### src/rtl/fifo_drain_if.sv
// Handshake bundle between fifo_drain, its upstream show-ahead FIFO and the downstream consumer.
// master = the drain block itself, slave = the surrounding environment.
interface fifo_drain_if #(
    parameter int DATA_WIDTH = 128
);
    logic                  fifo_empty;
    logic [DATA_WIDTH-1:0] fifo_pop_data;
    logic                  fifo_pop;
    logic                  out_valid;
    logic [DATA_WIDTH-1:0] out_data;
    logic                  out_ready;
    logic [1:0]            occupancy;

    modport master (
        input  fifo_empty, fifo_pop_data, out_ready,
        output fifo_pop, out_valid, out_data, occupancy
    );

    modport slave (
        output fifo_empty, fifo_pop_data, out_ready,
        input  fifo_pop, out_valid, out_data, occupancy
    );
endinterface

### src/rtl/fifo_drain.sv
// Two-entry skid buffer draining a show-ahead FIFO; out_valid/out_data come from registers,
// and fifo_pop never depends on out_ready.
module fifo_drain #(
    parameter int DATA_WIDTH = 128
) (
    input  logic          clk,
    input  logic          rst,
    input  logic          flush,
    fifo_drain_if.master  bus
);
    typedef enum logic [1:0] {
        EMPTY = 2'd0,
        ONE   = 2'd1,
        TWO   = 2'd2
    } state_t;

    state_t                r_state;
    logic                  r_out_valid;
    logic [DATA_WIDTH-1:0] r_slot0;
    logic [DATA_WIDTH-1:0] r_slot1;

    logic                  w_push;
    logic                  w_deq;

    // Accepting only on occupancy is what keeps out_ready off the fifo_pop path.
    assign w_push = ~bus.fifo_empty & ~flush & ~rst & (r_state != TWO);
    assign w_deq  = r_out_valid & bus.out_ready;

    assign bus.fifo_pop  = w_push;
    assign bus.out_valid = r_out_valid;
    assign bus.out_data  = r_slot0;
    assign bus.occupancy = r_state;

    // NOTE: sequential state uses non-blocking assignments so every register samples pre-edge values.
    always_ff @(posedge clk) begin
        if (rst || flush) begin
            r_state     <= EMPTY;
            r_out_valid <= 1'b0;
        end else begin
            case (r_state)
                EMPTY: begin
                    if (w_push) begin
                        r_state     <= ONE;
                        r_out_valid <= 1'b1;
                    end
                end
                ONE: begin
                    if (w_push && !w_deq) begin
                        r_state <= TWO;
                    end else if (!w_push && w_deq) begin
                        r_state     <= EMPTY;
                        r_out_valid <= 1'b0;
                    end
                end
                TWO: begin
                    if (w_deq) begin
                        r_state <= ONE;
                    end
                end
                default: begin
                    r_state     <= EMPTY;
                    r_out_valid <= 1'b0;
                end
            endcase
        end
    end

    // NOTE: payload registers are not reset; r_out_valid/r_state qualify them, so reset would only cost area.
    always_ff @(posedge clk) begin
        case (r_state)
            EMPTY: begin
                if (w_push) r_slot0 <= bus.fifo_pop_data;
            end
            ONE: begin
                if (w_push && w_deq) r_slot0 <= bus.fifo_pop_data;
                else if (w_push)     r_slot1 <= bus.fifo_pop_data;
            end
            TWO: begin
                if (w_deq) r_slot0 <= r_slot1;
            end
            default: ;
        endcase
    end
endmodule
### src/flat_wrapper.sv
// flat-port wrapper written by rule: the top's interface ports become plain ports
module fifo_drain_flat 
#(
    parameter int DATA_WIDTH = 128
)
  (clk, rst, flush, bus_fifo_empty, bus_fifo_pop_data, bus_out_ready, bus_fifo_pop, bus_out_valid, bus_out_data, bus_occupancy);
  fifo_drain_if #(.DATA_WIDTH(DATA_WIDTH)) bus_i ();
  input  logic clk;
  input  logic rst;
  input  logic flush;
  input wire logic [$bits(bus_i.fifo_empty)-1:0] bus_fifo_empty;
  input wire logic [$bits(bus_i.fifo_pop_data)-1:0] bus_fifo_pop_data;
  input wire logic [$bits(bus_i.out_ready)-1:0] bus_out_ready;
  output wire logic [$bits(bus_i.fifo_pop)-1:0] bus_fifo_pop;
  output wire logic [$bits(bus_i.out_valid)-1:0] bus_out_valid;
  output wire logic [$bits(bus_i.out_data)-1:0] bus_out_data;
  output wire logic [$bits(bus_i.occupancy)-1:0] bus_occupancy;
  assign bus_i.fifo_empty = bus_fifo_empty;
  assign bus_i.fifo_pop_data = bus_fifo_pop_data;
  assign bus_i.out_ready = bus_out_ready;
  assign bus_fifo_pop = bus_i.fifo_pop;
  assign bus_out_valid = bus_i.out_valid;
  assign bus_out_data = bus_i.out_data;
  assign bus_occupancy = bus_i.occupancy;
  fifo_drain #(.DATA_WIDTH(DATA_WIDTH)) u_core (.clk(clk), .rst(rst), .flush(flush), .bus(bus_i));
endmodule
### config.mk
export PLATFORM = sky130hd
export DESIGN_NAME = fifo_drain_flat
export DESIGN_NICKNAME = d
export VERILOG_FILES = /design/src/rtl/fifo_drain_if.sv /design/src/rtl/fifo_drain.sv /design/src/flat_wrapper.sv
export SDC_FILE = /design/constraint.sdc
export NUM_CORES = 1
export LEC_CHECK = 0
export ABC_AREA = 1
export CAP_MARGIN = 30
export CORE_MARGIN = 2
export CORE_UTILIZATION = 40
export DETAILED_ROUTE_END_ITERATION = 10
export GPL_TIMING_DRIVEN = 0
export PLACE_DENSITY_LB_ADDON = 0.15
export SYNTH_ARGS = -nofsm -noshare
export SYNTH_HDL_FRONTEND = slang
export SYNTH_SLANG_ARGS = --single-unit
### constraint.sdc
create_clock -name clk -period 8.1 [get_ports clk]
set_clock_uncertainty 0.05 [all_clocks]
set_input_delay 1.62 -clock clk [delete_from_list [all_inputs] [get_ports clk]]
set_output_delay 1.62 -clock clk [all_outputs]
set_load 0.02 [all_outputs]
==> After elaboration in Yosys (flattened, before gate mapping) <==
Index checks and enable logic that the tools add are counted.
{ "word_totals": {"reg_bits": 259, "output_inout_bits": 132, "word_cells": 47, "in_bits": 133} }
{ "op_classes": {"n_bitwise": 9, "eq_ne": 9, "muxes": 13, "n_reduce_logical": 12} }
{ "ops": {"columns": ["operator", "count"], "rows": [
  ["two-way mux 128 bit", 3],
  ["one-hot mux 128 bit (3 select lines)", 1],
  ["two-way mux 2 bit", 4],
  ["!= test 2 x 1 -> 1 bit (second input constant)", 4],
  ["AND reduction 4 bit", 2],
  ["one-hot mux 2 bit (3 select lines)", 1],
  ["AND reduction 3 bit", 2],
  ["inverter 1 bit", 5],
  ["bitwise AND 1 bit", 4],
  ["!= test 2 bit (second input constant)", 2],
  ["logical AND 1 bit", 3],
  ["two-way mux 1 bit", 3],
  ["!= test 3 x 1 -> 1 bit (second input constant)", 1],
  ["one-hot mux 1 bit (3 select lines)", 1],
  ["nonzero test 3 bit", 1],
  ["== test 2 x 1 -> 1 bit (second input constant)", 1],
  ["== test 2 bit (second input constant)", 1],
  ["logical NOT 1 bit", 2],
  ["logical NOT 2 bit", 1],
  ["logical OR 1 bit", 1]
]} }

==> Logic depth before layout (Yosys ltp) <==
{ "logic_depth": {"ltp_word": 9, "depth_mapped": 7, "ltp_nobuf": 6} }

==> Least setup slack after synthesis <==
Ideal clock, no wire load.
{ "synth_timing": {"path_kind": "input -> register", "from": "in flush", "to": "reg u_core.r_slot0[0] (netlist: u_core.bus.out_data[0]), enable pin", "cell_stages": 3, "path_slack_ns": -0.664, "setup_ns": 0.657, "t_arrival_ns": 8.057, "path_cell_list": "nor2_1 nand3_1 a21oi_1"} }
{ "synth_via": {"elab_chain_cells": 7} }
{ "synth_rtl": {"columns": ["item", "line", "source"], "rows": [
  ["start, declared", "flat_wrapper.sv:10", "input logic flush;"],
  ["inverter 1 bit (*)", "fifo_drain.sv:26", "assign w_push = ~bus.fifo_empty & ~flush & ~rst & (r_state != TWO);"],
  ["bitwise AND 1 bit (*) (3 in a row)", "fifo_drain.sv:26", null],
  ["logical AND 1 bit", "fifo_drain.sv:75", "if (w_push && w_deq) r_slot0 <= bus.fifo_pop_data;"],
  ["!= test 2 x 1 -> 1 bit (no source line)", null, null],
  ["AND reduction 4 bit (no source line) (*)", null, null],
  ["end signal, assigned", "fifo_drain.sv:72", "if (w_push) r_slot0 <= bus.fifo_pop_data;"],
  ["end signal, assigned", "fifo_drain.sv:75", null],
  ["end signal, assigned", "fifo_drain.sv:79", "if (w_deq) r_slot0 <= r_slot1;"],
  ["end, declared", "fifo_drain.sv:19", "logic [DATA_WIDTH-1:0] r_slot0;"]
]} }
Every way passes the cells marked *; elsewhere a longest branch is shown, timed or not.
A chain may end at the register's enable or synchronous reset.

==> Final worst setup path <==
{ "layout_timing": {"from": "in flush", "to": "out bus_fifo_pop"} }
{ "layout_via": {"elab_chain_cells": 4} }
{ "layout_rtl": {"columns": ["item", "line", "source"], "rows": [
  ["inverter 1 bit", "fifo_drain.sv:26", null],
  ["bitwise AND 1 bit (3 in a row)", "fifo_drain.sv:26", null],
  ["end, declared", "flat_wrapper.sv:14", "output wire logic [$bits(bus_i.fifo_pop)-1:0] bus_fifo_pop;"]
]} }
Every way passes these cells.

==> impl_results.md <==
- Final setup TNS: 0 ps
- Vias in the first global route: 5,927
- Mapped Nets: 834
- Synth cell count leaders: nand2_1 (393), edfxtp_1 (256), buf_4 (21)
- Antenna cell count: 0
- Post-CTS Resized: 0
- Die H: roughly 160 um
- Pin count of the biggest net entering global routing: 75
- Skew-Pair Late Insertion Delay: 530 ps
- Sequential cell area: 7750 um^2
- Post-synthesis sequential area ratio: a little over 80%
- Setup Crit Path Kind: in2out
- CP arrival: 3270 ps
- Drt drc: 0
- Cells after Synth: 701
- Die W: 158 um
- Max Cap Viol: 0
- Post-synth EDFFs: roughly 260
- Setup bufs post-CTS: 0
- RD Place Congestion: 0.787
- Die Footprint: 25,100 um^2
- Dpl cells: 1,290
- Req. time, crit path: 6430 ps
- Startpoint Class: input port
- Final hold violation count: 0
- Layout cells sized above 1: 6.86%
- CTS tree: done
- Initial DRC count: 326
- First-pass GRT wire length: 32.2 mm
- Synth Register Bits: approximately 260
- Top_reg_cell synth: edfxtp_1
- Final WS setup: about 3200 ps
- DPL Wire Length: 14.4 mm
- Detail Route Antenna Nets: 0
- Initial antenna violation count: 1
- Multi-input logic area: 1570 um^2
- Cell Area, Synth: 9520 um^2
- IO Port Bufs: 264
- # setup viols final: 0
- Count of pins over their slew limit: 0
- Root buffer cell: clkbuf_16
- I/O pin count: 265
- Power Density: 208 nW/um^2
- Buf/Inv on CP: 2
- Grt total ovfl: 0
- Async S/R FF share, synth: 0%
- H-tree Lvls: 1
- Pre-CTS WS: ~3200 ps
- Ys Warns: 0
- Final Total Pwr: 2.80 mW
- Initial DRT Pass Iterations: 4
- Core Region: 23,400 um^2
- Crit path max fanout: 4
- Vias per inst: 4.47
- Max clock buf depth: 3
- Worst-path clk slew: 60 ps
- Static leakage: 5.08 nW
- Most common cell in the netlist: nand2_1
- Rows: between 50 and 60
- Cell variety after synth: 14
- CTS sink count: 259
- Net count, final: roughly 1,100
- Fin crit period: 4940 ps
- Cts bufs inserted: 27
- CP Cell Sequence: clkdlybuf4s50_1 -> nor2_1 -> nand2_1 -> nor2_2 -> clkdlybuf4s50_1
- Number of fill cells in the layout: 1,948
- Gr usage total: around 17%
- Wire per inst: 15.9 um
- Synth area leaders: edfxtp_1 (81%), nand2_1 (15%), buf_4 (1.7%)
- Rel. slew slack: 56.3%
- Post-synth top area cell: edfxtp_1
- Status: finished, final reports clean
- Worst vdd ir: 0.000129 V
- Cell family with most CP delay: buffers and inverters
- Starting Density: 40.7%
- Yosys top cell area share: 80.7%
- RSZ-0062 raised after global routing: false
- Slowest cell delay on critical path: between 600 and 700 ps
- Worst min-delay path category: reg2reg
- Worst-margin pin slew: 653 ps
- Layout area overhead: 41.7%
- Routed wire length: 21.2 mm
- Worst Setup End Kind: output pin
- Slowest CP cell: clkdlybuf4s50_1
- Crit-path most repeated cell: clkdlybuf4s50_1
- Hold buffers post-CTS: 0
- Final Cycle Share: roughly three fifths
- Fmax: between 200 and 250 MHz
- Syn_area_per_cell: 13.6 um^2
- Final instance count without filler cells: 1,339
- Vias post-DR: 5,990
area by class of cell:
cell class	instances	share of cell area, %
Buffer	28	1.43
Clock buffer	35	5.23
Clock inverter	14	0.473
Inverter	7	0.232
Multi-Input combinational cell	407	11.6
Sequential cell	259	57.4
Tap cell	319	2.96
Timing Repair Buffer	270	20.6
state kept, by name, indices dropped and copies added, names as in the netlist:
signal                count
u_core.bus.occupancy      2
u_core.bus.out_data     128
u_core.bus.out_valid      1
u_core.r_slot1          128
power breakdown:
| group | total, mW | switching [mW] | internal [mW] |
|---|---|---|---|
| registers | 1.51 | 0.00603 | 1.50 |
| clock network | 1.10 | 0.491 | 0.610 |
| logic | 0.192 | 0.0859 | 0.106 |
path summary, 6_finish.rpt:
path	cells past startpoint	slack, ps	to	start
worst max-delay path	5	3160	bus_fifo_pop	flush
worst min-delay path	2	460	u_core.bus.out_data[114]$_DFFE_PP_	u_core.r_slot1[114]$_DFFE_PP_
worst max register to register	5	5860	u_core.r_slot1[2]$_DFFE_PP_	u_core.bus.occupancy[0]$_SDFFE_PP0P_
worst min register to register	2	460	u_core.bus.out_data[114]$_DFFE_PP_	u_core.r_slot1[114]$_DFFE_PP_
per-layer routing:
metal	share of wire [%]	global-route usage, %	vias up
met5	0.061	0	-
li1	-	-	2976
met3	8.4	4.60	37
met4	2.2	5.15	2
met2	48	27.1	215
met1	41	21.7	2760
worst reg2reg max path, stage by stage, from the launching register on:
cell and delay, ps:
dfxtp_1 440, nor2_4 90, nor2_2 190, nand3b_1 210, inv_6 440, buf_16 390
stage by stage:
step / area (um^2) / hold slack (ps) / util (%)
4_1_cts: 13500 / 463 / 57.6
2_1_floorplan: 9520 / 444 / -
5_1_grt: 13500 / 481 / 57.6
3_3_place_gp: 12600 / 447 / 53.7
6_report: 13500 / 460 / 57.6
3_5_place_dp: 12700 / 451 / 54.4
cell usage in the layout, fill, tap and decap left out, types with 2 or more instances in the layout:
master	count
inv_1	4
clkbuf_1	8
inv_2	2
clkdlybuf4s50_1	264
inv_6	3
nand3_1	3
a21oi_1	3
buf_12	3
edfxtp_1	256
dfxtp_1	3
buf_4	21
clkbuf_16	27
buf_2	7
buf_16	3
nor2_1	3
nand2_1	393
clkinv_1	11
logic make-up (layout without fill, tap and decap cells):
logic type	after synthesis	count (layout)	synth area share (%)
AOI/OAI and AO/OA	5	5	0.289
buffers and inverters	35	354	2.30
DFF	259	259	81.4
and+or+nand+nor	402	402	16.0
No activity file was read; power rests on OpenSTA's default activity.
==> variant, RTL diff (same flow settings) <==
`DATA_WIDTH` is set to 128 in 3 places; all go to 136.
--- a/src/rtl/fifo_drain_if.sv
+++ b/src/rtl/fifo_drain_if.sv
@@ -2,5 +2,5 @@
 // master = the drain block itself, slave = the surrounding environment.
 interface fifo_drain_if #(
-    parameter int DATA_WIDTH = 128
+    parameter int DATA_WIDTH = 136
 );
     logic                  fifo_empty;
--- a/src/rtl/fifo_drain.sv
+++ b/src/rtl/fifo_drain.sv
@@ -2,5 +2,5 @@
 // and fifo_pop never depends on out_ready.
 module fifo_drain #(
-    parameter int DATA_WIDTH = 128
+    parameter int DATA_WIDTH = 136
 ) (
     input  logic          clk,
--- a/src/flat_wrapper.sv
+++ b/src/flat_wrapper.sv
@@ -2,5 +2,5 @@
 module fifo_drain_flat 
 #(
-    parameter int DATA_WIDTH = 128
+    parameter int DATA_WIDTH = 136
 )
   (clk, rst, flush, bus_fifo_empty, bus_fifo_pop_data, bus_out_ready, bus_fifo_pop, bus_out_valid, bus_out_data, bus_occupancy);
Ports: changed (resized bus_fifo_pop_data and bus_out_data); port bits go from 265 to 281. The function was not compared with the original's and may differ.
==> variant against the original RTL <==
- wire length grew 4.5%
- largest power group unchanged
- register-to-register slack got worse by 80 ps
- count of clock-buffer cells in the layout rose by 2
- sequential cell count increased by 16
- clock power increased by 5%
- sequential power grew 6%
- global-route usage is 0.28 points lower
- design area is 5.6% higher
- first-iteration DRC count is 33% higher
- critical path type unchanged
- worst setup slack better by 110 ps
- synthesized area rose by 6.5%
- power grew 5.0%
==> variant: results (changes against the original RTL) <==
- The number of enable-type register cells in the synthesized netlist is 272 (+6.3%).
- The destination of the worst hold path is u_core.bus.out_data[43]$_DFFE_PP_.
- The logic gate share of total power is 0.065 (-0.004).
- The sum of met2 wire segment lengths after detailed routing is 10.4 mm (+1.9%).
- The count of distinct cell types in the synthesized netlist is 15 (+1).
- The number of antenna violations at the first check in global routing came to 2 (+1).
- The register-to-register path setup slack is 5780 ps (-80 ps).
- The port buffer count is 280 (+6.1%).
- The number of cells on the worst reg-to-reg path is 7 (+2).
- The sum of met3 wire segment lengths after detailed routing is 2.35 mm (+31%).
- The arrival time at the worst endpoint is 3160 ps (-110 ps).
- The proportion of layout cells with a drive suffix above 1 is 0.0660 (-0.00258).
- The number of standard cells in the final layout excluding fillers is 1,405 (+4.9%).
- The filler cell count came to 2,119 (+8.8%).
- The number of buffers created by CTS is 29 (+7.4%).
- The total nets after synthesis was 885 (+6.1%).
- The combined flip-flop and latch cell area is 8230 µm² (+6.2%).
- The global-route track usage on met1 is 0.204 (-0.0130).
- The detailed-placement wirelength estimate came to 14.9 mm (+3.2%).
- The final cycle utilization of the critical path is 0.596 (-0.0136).
- The sequential-cell power consumption is 1600 µW (+6%).
- The global-route wire length before repair came to 33.8 mm (+5.0%).
- The largest net degree at the start of global routing came to 77 (+2.7%).
- The net switching power of the design is 595 µW (+1.9%).
- The post-synthesis cell count is 744 (+6.1%).
- The number of non-clock buffers is 313 (+5.0%).
- The met3 layer usage reported by global route was 0.0663 (+0.0203).
- The all-layer global routing usage is 0.163 (-0.00283).
- The count of clock buffers in the final design is 37 (+5.7%).
- The non-clock inverter count in the final layout was 10 (+3).
- The layout multi-input combinational cell count is 429 (+5.4%).
- The fraction of the yosys area taken by sequential cells is 0.812 (-0.00192).
- The worst slew margin relative to its limit is 0.602 (+0.0389).
- The global-route track usage on met2 was 0.265 (-0.00636).
- The final sequential cell count was 275 (+6.2%).
- The net count of the finished layout is 1,199 (+5.8%).
- The per-cell routed wire length is 15.8 µm (-0.45%).
- By area the synthesized netlist is led by sky130_fd_sc_hd__edfxtp_1, sky130_fd_sc_hd__nand2_1, sky130_fd_sc_hd__buf_6, sky130_fd_sc_hd__buf_2, sky130_fd_sc_hd__dfxtp_1.
- The synthesized-area fraction occupied by ao, oa, aoi and oai cells is 0.00222 (-0.000669).
- The fraction of standard cell area in multi-input logic is 0.115 (-0.00101).
- The clock network area share is 0.0565 (-0.000499).
- The critical-path maximum fanout is 5 (+1).
- The startpoint of the most critical hold path is u_core.r_slot1[43]$_DFFE_PP_.
- The setup slack after placement came to 3300 ps (+123 ps).
- The flow ran to the end, and the final reports show no timing, DRC or antenna violations.
- The via count of the first global-routing pass is 6,230 (+5.1%).
- The wire length the detailed router placed on met1 is 9.03 mm (+2.6%).
-- variant: cell types whose count changed after synthesis, sizes merged --
cell,delta
edfxtp,+16
inv,+3
o211ai,+1
a21oi,-1
nand2,+25
nand3b,-1
o21bai,-1
buf,+2
nor2,-3
nand4,+2
-- variant: through the flow --
| step | power, µW | hold slack (ps) | util | area [µm²] |
|---|---|---|---|---|
| 2_1_floorplan | 1690 | 437 | - | 10100 |
| 3_3_place_gp | 1820 | 441 | 0.533 | 13400 |
| 3_5_place_dp | 1820 | 444 | 0.537 | 13400 |
| 4_1_cts | 2980 | 461 | 0.569 | 14300 |
| 5_1_grt | 3040 | 469 | 0.569 | 14300 |
| 6_report | 2940 | 454 | 0.569 | 14300 |
-- variant: critical path: cells and delay by family --
kind                   cells  cell delay [ps]
and+or+nand+nor            2              370
buffers and inverters      3             1180
